[src/rtl/deserializer.sv]
// deserializer: MSB-first serial-to-parallel converter with a one-cycle word-valid pulse.
// Optional even-parity trailer bit and error flag when DESER_PARITY_EN is defined.
module deserializer #(
  parameter int WIDTH = 16
) (
  input  logic             clk_i,
  input  logic             rst_i,
  input  logic             data_i,
  input  logic             data_val_i,
  output logic [WIDTH-1:0] deser_data_o,
  output logic             deser_data_val_o,
  output logic             parity_err_o
);
`ifdef DESER_PARITY_EN
  localparam int FL = WIDTH + 1;
`else
  localparam int FL = WIDTH;
`endif
  localparam int SW = FL - 1;
  localparam int CW = $clog2(FL + 1);
  logic [SW-1:0]    sr;
  logic [CW-1:0]    cnt;
  logic             last;
  logic [WIDTH-1:0] word;
  assign last = data_val_i && (cnt == CW'(FL - 1));
`ifdef DESER_PARITY_EN
  assign word = sr;
`else
  assign word = {sr, data_i};
  assign parity_err_o = 1'b0;
`endif
  // The final bit is taken straight from data_i, so sr only ever holds FL-1 bits.
  always_ff @(posedge clk_i) begin
    if (rst_i) begin
      sr               <= '0;
      cnt              <= '0;
      deser_data_o     <= '0;
      deser_data_val_o <= 1'b0;
`ifdef DESER_PARITY_EN
      parity_err_o     <= 1'b0;
`endif
    end else begin
      deser_data_val_o <= last;
`ifdef DESER_PARITY_EN
      parity_err_o     <= last && ((^sr) ^ data_i);
`endif
      if (data_val_i) cnt <= last ? '0 : cnt + 1'b1;
      if (data_val_i && !last) sr <= SW'({sr, data_i});
      if (last) deser_data_o <= word;
    end
  end
endmodule

[config.mk]
export PLATFORM = sky130hd
export DESIGN_NAME = deserializer
export DESIGN_NICKNAME = d
export VERILOG_FILES = /design/src/rtl/deserializer.sv
export SDC_FILE = /design/constraint.sdc
export NUM_CORES = 1
export LEC_CHECK = 0
export CAP_MARGIN = 40
export CORE_ASPECT_RATIO = 1.75
export CORE_MARGIN = 4
export CORE_UTILIZATION = 55
export CTS_BUF_LIST = sky130_fd_sc_hd__clkbuf_16
export DETAILED_ROUTE_END_ITERATION = 16
export GPL_TIMING_DRIVEN = 0
export PLACE_DENSITY_LB_ADDON = 0.2
export RECOVER_POWER = 100
export SLEW_MARGIN = 25
export SYNTH_ARGS = -nofsm -noshare
export SYNTH_HDL_FRONTEND = slang
export SYNTH_SLANG_ARGS = --single-unit
[constraint.sdc]
create_clock -name clk_i -period 2.25 [get_ports clk_i]
set_clock_uncertainty 0.15 [all_clocks]
set_input_delay 0.45 -clock clk_i [delete_from_list [all_inputs] [get_ports clk_i]]
set_output_delay 0.45 -clock clk_i [all_outputs]
set_load 0.05 [all_outputs]
==> results of run 1 <==
[metrics by stage]
| stage | worst slack, ps | cells |
|---|---|---|
| after floorplan | 726 | 149 |
| after global placement | 113 | 194 |
| after detailed placement | 64.4 | 194 |
| after CTS | 204 | 202 |
| after global routing | 95.6 | 202 |
| final | 142 | 202 |
[final timing paths]
kind,startpoint,endpoint,slack [ps]
setup / recovery,deser_data_o[0],deser_data_o[0],140
setup reg to reg,cnt[0],sr[10],420
hold reg to reg,cnt[1],cnt[1],360
hold / removal,cnt[1],cnt[1],360
[routing by layer]
metal,GRT usage,part of all wire,up-vias
met1,0.204,0.40,539
li1,-,-,551
met2,0.335,0.55,14
met4,0.0831,0.020,0
met3,0.0726,0.031,6
met5,0,0,-
[layout by cell type, fill, tap and decap left out, types with 2 or more instances in the layout]
cell / Yosys / layout
o21ai_0: 16 / 28
buf_6: 3 / 2
nand2_1: 2 / 2
nor2b_1: 16 / 16
nor2_1: 3 / 3
clkbuf_16: 0 / 5
dlygate4sd3_1: 0 / 18
o21ai_1: 16 / 4
xor2_1: 2 / 2
mux2i_1: 15 / 15
clkbuf_1: 5 / 6
nand2b_1: 17 / 17
dfxtp_1: 37 / 37
buf_4: 2 / 2
[cell families (layout without fill, tap and decap cells)]
kind of cell / count (synthesis) / count (layout) / synth area share
xor gates and xnor gates: 2 / 2 / 0.0118
muxes: 15 / 15 / 0.101
AOI/OAI and AO/OA: 34 / 34 / 0.116
other: 1 / 1 / 0.00252
buffers and inverters: 12 / 39 / 0.0613
and+or+nand+nor: 47 / 47 / 0.202
adders and majority gates: 1 / 1 / 0.00839
DFF: 37 / 37 / 0.497
[state kept, by name, summed over array words and instances, names as in the netlist]
| name | flops |
|---|---|
| cnt | 5 |
| deser_data_o | 16 |
| deser_data_val_o | 1 |
| sr | 15 |
[report_power, final]
| group | switching (mW) | internal, mW |
|---|---|---|
| registers | 0.00393 | 0.661 |
| clock network | 0.259 | 0.518 |
| logic | 0.0291 | 0.0237 |
| total | 0.292 | 1.20 |
[synth_stat cells]
cell type   n  area share
clkbuf_1    5       0.013
buf_4       2       0.010
nand4_4     1       0.014
nand4b_1    1      0.0059
xor2_1      2       0.012
a21oi_1     1      0.0034
mux2i_1    15        0.10
buf_12      1       0.013
o21ai_0    16       0.054
nor2_1      3      0.0076
nand2b_1   17       0.071
and2_1      1      0.0042
or2_1       1      0.0042
dfxtp_1    37        0.50
buf_6       3       0.023
nor2b_1    16       0.067
buf_1       1      0.0025
ha_1        1      0.0084
nand3_1     1      0.0034
conb_1      1      0.0025
nor3_1      1      0.0034
o21ai_1    16       0.054
nand2_1     2      0.0050
or3b_1      1      0.0059
o31ai_1     1      0.0050
and3b_1     1      0.0059
nand4_1     1      0.0042
[area by class of cell]
| class | count | area, um2 | share of cell area |
|---|---|---|---|
| Sequential cell | 37 | 741 | 0.396 |
| Multi-Input combinational cell | 100 | 658 | 0.352 |
| Timing Repair Buffer | 19 | 190 | 0.102 |
| Clock buffer | 5 | 125 | 0.0668 |
| Buffer | 12 | 83.8 | 0.0448 |
| Clock inverter | 3 | 41.3 | 0.0221 |
| Tap cell | 26 | 32.5 | 0.0174 |
==> impl_metrics.json, run 1 <==
{
  "outcome": "completed",
  "grt_use_total": 0.198,
  "whs_ps": 357,
  "port_buffers": 19,
  "ant_nets": 0,
  "critPathCaptureType": "output port",
  "power_mw": 1.49,
  "core-area_mm2": 0.00255,
  "setup_tns_ps": 0,
  "fin_area_mm2": 0.00187,
  "cellLeakagePower_nw": 0.780,
  "area_growth_pct": 25.6,
  "syn_area_mm2": 0.00149,
  "die-area_mm2": 0.00364,
  "worstPathRequired_ps": 1650,
  "path_delay_family": "buffers and inverters",
  "fin_nets": 180,
  "seq_area_frac_synth": 0.497,
  "avgSynthCellArea_um2": 10.0,
  "cp_num_buf_inv": 1,
  "diodes": 0,
  "critPathKind": "register to output port",
  "setup_violations": 0,
  "fmax_ghz": 0.474,
  "grt_max_degree": 13,
  "dr.pass1.iters": 4,
  "cp_max_fo": 2,
  "relSlewSlack": 0.648,
  "n_fill_cell": 187,
  "dp_hpwl_um": 2180,
  "crit_cells": 1,
  "grt-ovfl-total": 0,
  "antenna_found_initial": 0,
  "htree_levels": 2,
  "drv_cap": 0,
  "maxSlewViolCount": 0,
  "tightest_slew_ps": 527,
  "placed_area_mm2": 0.00171,
  "worst_ep_arrival_time_ps": 1510,
  "path_clk_slew_ps": 60,
  "period_share": 0.937,
  "worst_ir_drop_vdd_uv": 643,
  "hp-class": "register to register",
  "grt_pass1_wl_um": 5160,
  "postCtsHoldBufs": 0,
  "ctsResizeCount": 0,
  "cp_cell_sequence": "dlygate4sd3_1",
  "p_per_area_mw_per_mm2": 798,
  "routed_wl_um": 3050,
  "finalHoldViolCount": 0,
  "fin_util": 0.733,
  "gp_congestion": 0.779,
  "drc": 0,
  "drive_gt1_frac": 0.0739,
  "wire_per_inst_um": 15.1,
  "synth_nets": 154,
  "syn_inst": 149,
  "clkLatencyLatePin_ps": 280,
  "synth.distinct_cells": 27,
  "cts_tree": "yes",
  "slowest_stage": "dlygate4sd3_1",
  "grt_pass1_vias": 1176,
  "hold_depth": 2,
  "via_per_inst": 5.50,
  "rsz0062_at_grt": "no",
  "fin_crit_ps": 2110,
  "die_x_um": 47.3,
  "first_iter_violations": 39,
  "cp_slowest_stage_delay_ps": 890,
  "die_y_um": 76.9,
  "cts_root_buf": "clkbuf_16",
  "ys_ff_latch": 37,
  "cp-start-kind": "register",
  "cts_setup_buffers": 0,
  "yosysWarnings": 0,
  "initial_utilization": 0.584,
  "reg2reg_depth": 6,
  "io_pins": 22,
  "cts.path.max_buffers": 2,
  "cts_buffers": 5,
  "cts_num_sinks": 37,
  "rows": 24,
  "num_vias": 1110
}
No activity file was read; power rests on OpenSTA's default activity.
==> run 2, diff against run 1 <==
Settings changed: CELL_PAD_IN_SITES_DETAIL_PLACEMENT set to 1, CELL_PAD_IN_SITES_GLOBAL_PLACEMENT set to 2, CORE_UTILIZATION 55 to 35.
==> impl_metrics.json, run 2 (same netlist as run 1, synthesis figures left out) <==
{
  "grt_use_total": 0.149,
  "fin_crit_ps": 2080,
  "antenna_found_initial": 0,
  "reg2reg_depth": 6,
  "path_delay_family": "buffers and inverters",
  "top_regs": "deser_data_o: 16 flops, sr: 15 flops, cnt: 5 flops",
  "maxSlewViolCount": 0,
  "rows": 31,
  "rrSetupSlack_ps": 410,
  "slowest_stage": "dlygate4sd3_1",
  "setup_violations": 0,
  "ctsResizeCount": 0,
  "cts_root_buf": "clkbuf_16",
  "wire_per_inst_um": 15.5,
  "htree_levels": 2,
  "drv_cap": 0,
  "cp-start-kind": "register",
  "die_x_um": 57.3,
  "die-area_mm2": 0.00541,
  "routed_wl_um": 3470,
  "final_common_cell": "dfxtp_1",
  "largest_register": "deser_data_o",
  "cp_num_buf_inv": 1,
  "outcome": "completed",
  "grt-ovfl-total": 0,
  "grtUsageMet1": 0.171,
  "initial_utilization": 0.362,
  "dp_hpwl_um": 2470,
  "grt.met3_usage": 0.0371,
  "largest_register_ff_count": 16,
  "clkLatencyLatePin_ps": 280,
  "whs_ps": 352,
  "die_y_um": 94.3,
  "rsz0062_at_grt": "no",
  "fin_nets": 180,
  "worst_ir_drop_vdd_uv": 451,
  "drc": 0,
  "gp_congestion": 0.692,
  "critPathCaptureType": "output port",
  "worstPathRequired_ps": 1650,
  "critPathLaunch": "deser_data_o[4]",
  "cts_setup_buffers": 0,
  "grt_pass1_wl_um": 6090,
  "core-area_mm2": 0.00411,
  "grt_pass1_vias": 1221,
  "cts_buffers": 5,
  "first_iter_violations": 10,
  "worst_ep_arrival_time_ps": 1480,
  "regToRegEndpoint": "sr[13]",
  "cellLeakagePower_nw": 0.769,
  "period_share": 0.925,
  "postCtsHoldBufs": 0,
  "crit_cells": 1,
  "port_buffers": 19,
  "num_vias": 1100,
  "fmax_ghz": 0.481,
  "top_usage_layer": "met2",
  "cp_slowest_stage_delay_ps": 870,
  "cts_tree": "yes",
  "place_inst": 217,
  "finalHoldViolCount": 0,
  "cp_max_fo": 2,
  "via_per_inst": 4.91,
  "cts_num_sinks": 37,
  "cts.path.max_buffers": 2,
  "dr.pass1.iters": 4,
  "cp_cell_sequence": "dlygate4sd3_1",
  "hp-class": "register to register",
  "instances_no_fill": 224,
  "setup_tns_ps": 0,
  "hold_start": "sr[14]",
  "path_clk_slew_ps": 60,
  "area_growth_pct": 25.3,
  "diodes": 0,
  "reg2reg_from": "cnt[0]",
  "grt_max_degree": 11,
  "drive_gt1_frac": 0.0629,
  "tightest_slew_ps": 519,
  "layout_common_cells": "dfxtp_1, o21ai_0, dlygate4sd3_1",
  "worstSetupEndpoint": "deser_data_o[4]",
  "critPathKind": "register to output port",
  "p_per_area_mw_per_mm2": 731,
  "relSlewSlack": 0.653,
  "ant_nets": 0,
  "n_fill_cell": 491,
  "io_pins": 22,
  "met2_usage": 0.258
}
==> run 2: cell count changes in the layout (fill, tap and decap cells not counted) <==
cell / change
o21ai_0: -5
o21ai_1: +5
bufinv_16: -1
clkinvlp_4: -1
inv_1: +1
==> run 2: where the power goes <==
group          leakage, nW  internal (mW)  total, mW  switching, mW
logic                0.402         0.0236     0.0539         0.0303
registers            0.299          0.661      0.665        0.00361
clock network       0.0685          0.396      0.647          0.251
==> run 2: area by class of cell <==
class | count | area [um2] | share of cell area
well taps | 49 | 61.3 | 0.0328
repair buffers | 19 | 190 | 0.102
clock inverters | 2 | 7.51 | 0.00402
multi-input cells | 100 | 658 | 0.353
flip-flops and latches | 37 | 741 | 0.397
clock buffers | 5 | 125 | 0.0670
plain buffers | 12 | 83.8 | 0.0449
==> run 2: how the worst min path moves through the flow <==
stage / depth (start not counted) / endpoint / slack [ps]
floorplan: 2 / deser_data_o[15] / 300
finish: 2 / deser_data_o[15] / 350
global route: 2 / deser_data_o[8] / 390
detailed placement: 2 / cnt[1] / 360
global placement: 2 / cnt[1] / 330
CTS: 2 / deser_data_o[15] / 350
==> run 2: layer usage <==
metal,routed length (um),share of wire,vias up
met5,0,0,-
met4,69,0.020,0
met3,109,0.031,7
met2,1870,0.54,17
met1,1420,0.41,528
li1,-,-,548
==> run 2: stage by stage <==
step	instance area (um2)	setup slack (ps)	util	power, mW
3_3_place_gp	1740	75.5	0.424	0.734
2_1_floorplan	1490	726	-	0.719
3_5_place_dp	1740	21.3	0.424	0.736
4_1_cts	1870	222	0.456	1.39
5_1_grt	1870	96.4	0.454	1.42
6_report	1870	170	0.454	1.37
==> run 2: tightest hold or removal path: stages, from the launching register on <==
cell and delay, ps:
dfxtp_1 300, nand2b_1 80, o21ai_0 70
